**src/rtl/nbout_pkg.sv**
```systemverilog
`default_nettype none
// nbout_pkg: shared types and default widths for the NBout slice controller.
// Rev 1.0
package nbout_pkg;

    localparam int DEF_N          = 16;
    localparam int DEF_TN         = 1;
    localparam int DEF_ADDR_WIDTH = 6;
    localparam int DEF_PASS_W     = 8;
    localparam int DEF_PIPE_LAT   = 4;

    typedef enum logic [2:0] {
        IDLE  = 3'd0,
        ACCUM = 3'd1,
        FLUSH = 3'd2,
        DRAIN = 3'd3,
        DONE  = 3'd4
    } state_t;

    typedef struct packed {
        logic                      valid;
        logic [DEF_ADDR_WIDTH-1:0] addr;
    } slot_t;

endpackage
`default_nettype wire

```
**src/rtl/nbout_mem.sv**
```systemverilog
`default_nettype none
// nbout_mem: NBout register file, one sync write port, one registered read port
// with write-to-read bypass. Rev 1.0
module nbout_mem
    import nbout_pkg::*;
#(
    parameter int ADDR_WIDTH = DEF_ADDR_WIDTH,
    parameter int WIDTH      = DEF_N * DEF_TN
) (
    input  logic                  clk,
    input  logic                  rst_n,
    input  logic                  we,
    input  logic [ADDR_WIDTH-1:0] waddr,
    input  logic [WIDTH-1:0]      wdata,
    input  logic                  re,
    input  logic [ADDR_WIDTH-1:0] raddr,
    output logic [WIDTH-1:0]      rdata
);

    logic [WIDTH-1:0] mem [2**ADDR_WIDTH];

    // Storage is deliberately not reset; only the read register is.
    always_ff @(posedge clk) begin
        if (we) begin
            mem[waddr] <= wdata;
        end
    end

    always_ff @(posedge clk or negedge rst_n) begin
        if (!rst_n) begin
            rdata <= '0;
        end else if (re) begin
            rdata <= (we && (waddr == raddr)) ? wdata : mem[raddr];
        end
    end

endmodule
`default_nettype wire

```
**src/rtl/nbout_ctrl_slice.sv**
```systemverilog
`default_nettype none
// nbout_ctrl_slice: NBout buffer and sequencer for one NFU slice.
// Optional bias preload port under NBOUT_BIAS_EN. Rev 1.0
module nbout_ctrl_slice
    import nbout_pkg::*;
#(
    parameter int N          = DEF_N,
    parameter int Tn         = DEF_TN,
    parameter int ADDR_WIDTH = DEF_ADDR_WIDTH,
    parameter int PASS_W     = DEF_PASS_W,
    parameter int PIPE_LAT   = DEF_PIPE_LAT
) (
    input  logic                  clk,
    input  logic                  rst_n,
`ifdef NBOUT_BIAS_EN
    input  logic                  i_bias_we,
    input  logic [ADDR_WIDTH-1:0] i_bias_addr,
    input  logic [N*Tn-1:0]       i_bias_data,
`endif
    input  logic                  i_start,
    input  logic [ADDR_WIDTH:0]   i_num_out,
    input  logic [PASS_W-1:0]     i_num_pass,
    input  logic                  i_in_valid,
    output logic                  o_in_ready,
    output logic                  o_issue_valid,
    output logic [N*Tn-1:0]       o_nbout,
    input  logic [N*Tn-1:0]       i_result,
    output logic [N*Tn-1:0]       o_edram_data,
    output logic                  o_edram_valid,
    input  logic                  i_edram_ready,
    output logic                  o_busy,
    output logic                  o_done
);

    localparam int W = N * Tn;

    state_t                state, state_nx;
    logic [ADDR_WIDTH:0]   num_out_q;
    logic [PASS_W-1:0]     num_pass_q;
    logic [ADDR_WIDTH-1:0] addr;
    logic [PASS_W-1:0]     pass_cnt;
    logic                  issue_valid;
    logic [ADDR_WIDTH-1:0] issue_addr;
    slot_t                 dl [PIPE_LAT];
    logic [ADDR_WIDTH:0]   drain_addr;
    logic                  edram_valid;

    logic                  hazard, accept, last_addr, last_pass, line_empty;
    logic                  drain_hs, drain_last, rd_en, wr_en;
    logic [ADDR_WIDTH-1:0] rd_addr, wr_addr;
    logic [W-1:0]          wr_data, rd_data;

    // The last slot is excluded from the hazard: it writes on the same edge
    // the read happens, and the memory bypass returns the fresh value.
    always_comb begin
        hazard     = issue_valid && (issue_addr == addr);
        line_empty = !issue_valid;
        for (int i = 0; i < PIPE_LAT; i++) begin
            if (dl[i].valid) begin
                line_empty = 1'b0;
                if ((i < PIPE_LAT - 1) && (dl[i].addr == addr)) begin
                    hazard = 1'b1;
                end
            end
        end
    end

    assign o_in_ready = (state == ACCUM) && !hazard;
    assign accept     = o_in_ready && i_in_valid;
    assign last_addr  = ({1'b0, addr} == (num_out_q - (ADDR_WIDTH+1)'(1)));
    assign last_pass  = (pass_cnt == (num_pass_q - PASS_W'(1)));
    assign drain_hs   = edram_valid && i_edram_ready;
    assign drain_last = (drain_addr == num_out_q);

    always_comb begin
        state_nx = state;
        case (state)
            IDLE: begin
                if (i_start) begin
                    state_nx = ((i_num_out == '0) || (i_num_pass == '0)) ? DONE : ACCUM;
                end
            end
            ACCUM:   if (accept && last_addr && last_pass) state_nx = FLUSH;
            FLUSH:   if (line_empty) state_nx = DRAIN;
            DRAIN:   if (drain_hs && drain_last) state_nx = DONE;
            DONE:    state_nx = IDLE;
            default: state_nx = IDLE;
        endcase
    end

    always_ff @(posedge clk or negedge rst_n) begin
        if (!rst_n) begin
            state <= IDLE;
        end else begin
            state <= state_nx;
        end
    end

    always_ff @(posedge clk or negedge rst_n) begin
        if (!rst_n) begin
            num_out_q   <= '0;
            num_pass_q  <= '0;
            addr        <= '0;
            pass_cnt    <= '0;
            issue_valid <= 1'b0;
            issue_addr  <= '0;
            drain_addr  <= '0;
            edram_valid <= 1'b0;
        end else begin
            issue_valid <= accept;
            if ((state == IDLE) && i_start) begin
                num_out_q  <= i_num_out;
                num_pass_q <= i_num_pass;
                addr       <= '0;
                pass_cnt   <= '0;
                drain_addr <= '0;
            end
            if (accept) begin
                issue_addr <= addr;
                if (last_addr) begin
                    addr     <= '0;
                    pass_cnt <= pass_cnt + PASS_W'(1);
                end else begin
                    addr <= addr + ADDR_WIDTH'(1);
                end
            end
            // drain_addr always points at the next entry to fetch.
            if ((state == FLUSH) && line_empty) begin
                edram_valid <= 1'b1;
                drain_addr  <= (ADDR_WIDTH+1)'(1);
            end else if ((state == DRAIN) && drain_hs) begin
                if (drain_last) begin
                    edram_valid <= 1'b0;
                end else begin
                    drain_addr <= drain_addr + (ADDR_WIDTH+1)'(1);
                end
            end
        end
    end

    always_ff @(posedge clk or negedge rst_n) begin
        if (!rst_n) begin
            for (int i = 0; i < PIPE_LAT; i++) begin
                dl[i] <= '0;
            end
        end else begin
            dl[0] <= '{valid: issue_valid, addr: issue_addr};
            for (int i = 1; i < PIPE_LAT; i++) begin
                dl[i] <= dl[i-1];
            end
        end
    end

    assign rd_en = accept
                || ((state == FLUSH) && line_empty)
                || ((state == DRAIN) && drain_hs && !drain_last);
    assign rd_addr = (state == ACCUM) ? addr : drain_addr[ADDR_WIDTH-1:0];

    always_comb begin
        wr_en   = dl[PIPE_LAT-1].valid;
        wr_addr = dl[PIPE_LAT-1].addr;
        wr_data = i_result;
`ifdef NBOUT_BIAS_EN
        if ((state == IDLE) && i_bias_we) begin
            wr_en   = 1'b1;
            wr_addr = i_bias_addr;
            wr_data = i_bias_data;
        end
`endif
    end

    nbout_mem #(
        .ADDR_WIDTH (ADDR_WIDTH),
        .WIDTH      (W)
    ) u_mem (
        .clk   (clk),
        .rst_n (rst_n),
        .we    (wr_en),
        .waddr (wr_addr),
        .wdata (wr_data),
        .re    (rd_en),
        .raddr (rd_addr),
        .rdata (rd_data)
    );

`ifdef NBOUT_BIAS_EN
    assign o_nbout = issue_valid ? rd_data : '0;
`else
    logic pass0_q;

    always_ff @(posedge clk or negedge rst_n) begin
        if (!rst_n) begin
            pass0_q <= 1'b0;
        end else if (accept) begin
            pass0_q <= (pass_cnt == '0);
        end
    end

    assign o_nbout = (issue_valid && !pass0_q) ? rd_data : '0;
`endif

    assign o_issue_valid = issue_valid;
    assign o_edram_valid = edram_valid;
    assign o_edram_data  = edram_valid ? rd_data : '0;
    assign o_busy        = (state != IDLE);
    assign o_done        = (state == DONE);

endmodule
`default_nettype wire
```
**config.mk**
```make
export PLATFORM = sky130hd
export DESIGN_NAME = nbout_ctrl_slice
export DESIGN_NICKNAME = d
export VERILOG_FILES = /design/src/rtl/nbout_pkg.sv /design/src/rtl/nbout_mem.sv /design/src/rtl/nbout_ctrl_slice.sv
export SDC_FILE = /design/constraint.sdc
export NUM_CORES = 1
export LEC_CHECK = 0
export CORE_ASPECT_RATIO = 0.75
export CORE_MARGIN = 4
export CORE_UTILIZATION = 65
export CTS_BUF_LIST = sky130_fd_sc_hd__clkbuf_16
export DETAILED_ROUTE_END_ITERATION = 10
export HOLD_SLACK_MARGIN = 0.03
export PLACE_DENSITY_LB_ADDON = 0.05
export SETUP_SLACK_MARGIN = 0.15
export SYNTH_ARGS = -nofsm -noshare
export SYNTH_HDL_FRONTEND = slang
export SYNTH_SLANG_ARGS = --single-unit
```
**constraint.sdc**
```tcl
create_clock -name clk -period 4.9 [get_ports clk]
set_input_delay 0.735 -clock clk [delete_from_list [all_inputs] [get_ports clk]]
set_output_delay 0.735 -clock clk [all_outputs]
set_load 0.02 [all_outputs]
```
==> results by group <==
CTS
  • Cts-stage hold buffer count: 1
  • CTS tree: done
  • Number of CTS-inserted buffers: 100
  • Sink Count: 1116
  • CTS Root Cell: clkbuf_16
  • H-Tree Level Count: 3
  • PostCTS Resize Cnt: 0
  • Postcts setup bufs: 0
  • Clock transition at path regs: 0.06 ns
  • Deepest clock path buffer count: 3
  • Worst-Skew Late Latency: 0.69 ns

Global route
  • Antenna violations before repair: 3
  • Total track usage: 33.15%
  • Pin count of the biggest net entering global routing: 188
  • Vias in the first global route: 26930
  • Grt total ovfl: 0
  • First-pass GRT wire length: 180000 um

Synth
  • Cells after Synth: 3334
  • Mux contribution to synthesized area: 3.614%
  • Async SR Flop Fraction: 8.244%
  • Compound-Gate Fraction of Synth Area: 3.030%
  • Avg Inst Size Synth: 13.48 um^2
  • Post-synth top flop: edfxtp_1
  • Synth Area in XOR/XNOR: 1.053%
  • Simple-Gate Fraction of Synth Area: 16.20%
  • Count of cell types in the netlist: 63
  • Post-synthesis register bit count: 1116
  • Synthesized Nets: 3376
  • Synth Warn #: 0
  • Largest family of logic cells by synthesized area: simple AND/OR/NAND/NOR gates
  • Synth Area in Adders: 0.1671%
  • Syn Std Cell Area: 0.04493 mm^2
  • Sequential share of the synthesized area: 73.56%
  • Post-synth EDFFs: 1024

Timing
  • Hold Vio Cnt, Final: 0
  • Worst-margin pin slew: 1.286 ns
  • Final setup vio count: 0
  • Headroom to the max-slew limit: 14.02%
  • Slew Viols, Final: 0
  • Period utilization: 88.28%
  • Setup TNS: 0 ns
  • Hold WS: 0.3930 ns
  • RSZ-0062 raised after global routing: no
  • Top achievable clock speed: 231.2 MHz
  • Setup ws final: 0.5741 ns
  • Tmin final: 4.326 ns
  • Clock Skews: 0.03734 ns

Setup path
  • Critical path's most frequent cell: buf_4
  • CP Capture Type: register
  • Reg2Reg Setup Slack: 0.57 ns
  • Stages on worst setup path: 10
  • CP cell instances: nor3b_4, buf_4, mux2i_4, buf_4, nor2_4, buf_4, buf_4, a22o_1, nor3_1, o21ai_1
  • Reg2reg end: u_mem.rdata[8]
  • Critical path endpoint: u_mem.rdata[8]
  • Highest-delay cell along the critical path: nor3_1
  • CP Class: register to register
  • FF-to-FF path depth: 10
  • Crit Path Max Fanout: 51
  • Reg2reg start: state[0]
  • Critical Path Max Stage Delay: 0.95 ns
  • Critical Path Source: state[0]
  • CP Buf/Inv Count: 4
  • Worst EP required: 5.43 ns
  • CP delay by family, top: buffers and inverters
  • Critical Path AT: 4.85 ns
  • Critical Path Source Type: register

Cells and area
  • Layout cell share with drive strength beyond 1: 10.98%
  • Design area: 0.05018 mm^2
  • Fin nets: 3469
  • Filler cells: 4346
  • Layout area overhead: 11.67%

Placed design
  • Final HPWL DP: 72140 um
  • Port Buffers: 72
  • DP Area: 0.04685 mm^2
  • Pre-CTS WS: 0.6018 ns
  • GP Congestion: 0.8919

Power and ir drop
  • Part of the power in registers: 38.4%
  • Maximum VDD drop: 0.7749 mV
  • Total power: 0.02945 W
  • PwrDens: 586.8 mW/mm^2
  • Comb power frac: 34.6%
  • Leak Pwr: 17.42 nW
  • Sw Ratio: 37.00%
  • Sw Pwr: 0.01090 W
  • Pint: 0.01855 W
  • Clock group share of total power: 27.0%

Floorplanning
  • Die width: 311.6 um
  • DIE AREA: 0.07344 mm^2
  • Die height: 235.7 um
  • # IOs: 73
  • Site row count: 83
  • Starting Density: 65.66%
  • Core Area: 0.06844 mm^2

Detailed routing
  • First-pass DRT Iterations: 6
  • Routed vias/inst: 6.569
  • Routed Antenna Nets: 0
  • Via Count: 28910
  • Avg WL per Cell: 27.84 um
  • DRC Markers: 0
  • Routed wire length: 122500 um
  • First DRT Iteration DRCs: 4704

Run status
  • Status: complete, no violations

Min path
  • Worst hold path class: register to register

Run
  • Max-cap check violation count: 0
[cells in the final DEF (no fill, tap or decap), types with 6 or more instances in the layout]
cell type	synthesis	layout
a22oi_1	16	16
clkbuf_16	0	102
mux2i_1	10	7
clkinvlp_4	0	8
nand3b_1	9	9
o21ai_0	31	31
nor2_1	94	90
clkdlybuf4s50_1	0	55
dfrtp_1	92	92
clkinv_1	0	19
bufinv_16	0	14
and2_1	33	33
xnor2_1	32	32
o21ai_1	10	10
nand3_1	460	460
nand4_1	70	70
mux2_2	8	7
clkinv_2	0	13
buf_4	44	115
inv_1	13	29
buf_2	31	16
nand2_1	840	836
ha_1	6	6
buf_12	0	11
nor2b_1	10	10
and3_1	7	7
mux4_2	63	63
nor4_1	7	7
a22o_1	30	30
nor3_1	77	75
xor2_1	22	22
edfxtp_1	1024	1024
a21oi_1	107	107
[per-stage QoR]
step	util (%)	instances
after floorplan	-	3334
after global placement	68.46	4216
after detailed placement	68.46	4216
after CTS	73.31	4399
after global routing	73.31	4399
final	73.32	4401
[Yosys cell counts, drive strengths merged, types with 41 or more instances]
master  count  area share, %
a21oi     108            1.2
buf        89            1.3
clkbuf    118           0.99
dfrtp      92            5.1
edfxtp   1024             68
mux4       63            3.2
nand2     840            7.0
nand3     460            5.1
nand4      70           0.97
nor2       95           0.80
nor3       78           0.89
o21ai      41           0.46
[worst min-delay path by stage]
stage	start	to	cells past startpoint
6_report	dl[24]	dl[17]	0
3_3_place_gp	dl[24]	dl[17]	0
5_1_grt	dl[7]	wr_addr[0]	0
2_1_floorplan	dl[23]	dl[16]	0
3_5_place_dp	dl[21]	dl[14]	0
4_1_cts	dl[21]	dl[14]	0
[registers in the layout, summed over array words and instances, names as in the netlist, 6 cells and up]
name	flops
u_mem.mem	1024
num_pass_q	8
wr_addr	6
issue_addr	6
num_out_q	7
drain_addr	7
dl	21
u_mem.rdata	16
addr	6
pass_cnt	8
[final cells by class]
class	instances	area, um^2	share of cell area (%)
inverters	13	48.80	0.09725
diodes	2	5.005	0.009974
multi-input cells	1998	10920	21.76
repair buffers	198	1724	3.436
clock inverters	80	760.7	1.516
clock buffers	102	2552	5.087
well taps	892	1116	2.224
flip-flops and latches	1116	33050	65.87
[cells by family after synthesis]
kind of cell             after synthesis
XOR/XNOR                              54
multiplexers                          82
AO/OA/AOI/OAI                        224
flip-flops                          1116
buffers and inverters                220
adder cells (fa/ha/maj)                6
AND/OR/NAND/NOR                     1632
[layer usage]
| metal | global-route usage [%] | part of all wire (%) | vias up | wire length (um) |
|---|---|---|---|---|
| met2 | 48.07 | 44 | 1932 | 53840 |
| met4 | 10.12 | 3.4 | 4 | 4145 |
| met5 | 0 | 0.022 | - | 27 |
| met3 | 8.105 | 13 | 254 | 15760 |
| li1 | - | - | 12410 | - |
| met1 | 50.74 | 40 | 14310 | 48750 |
[power by group through the flow]
stage	Combinational [W]	Sequential (W)	Clock, W
after floorplan	0.00684	0.0112	0
after global placement	0.00980	0.0115	0
after detailed placement	0.00998	0.0115	0
after CTS	0.0100	0.0113	0.00800
after global routing	0.0109	0.0113	0.00844
final	0.0102	0.0113	0.00794
Power figures use the tool's default switching activity.
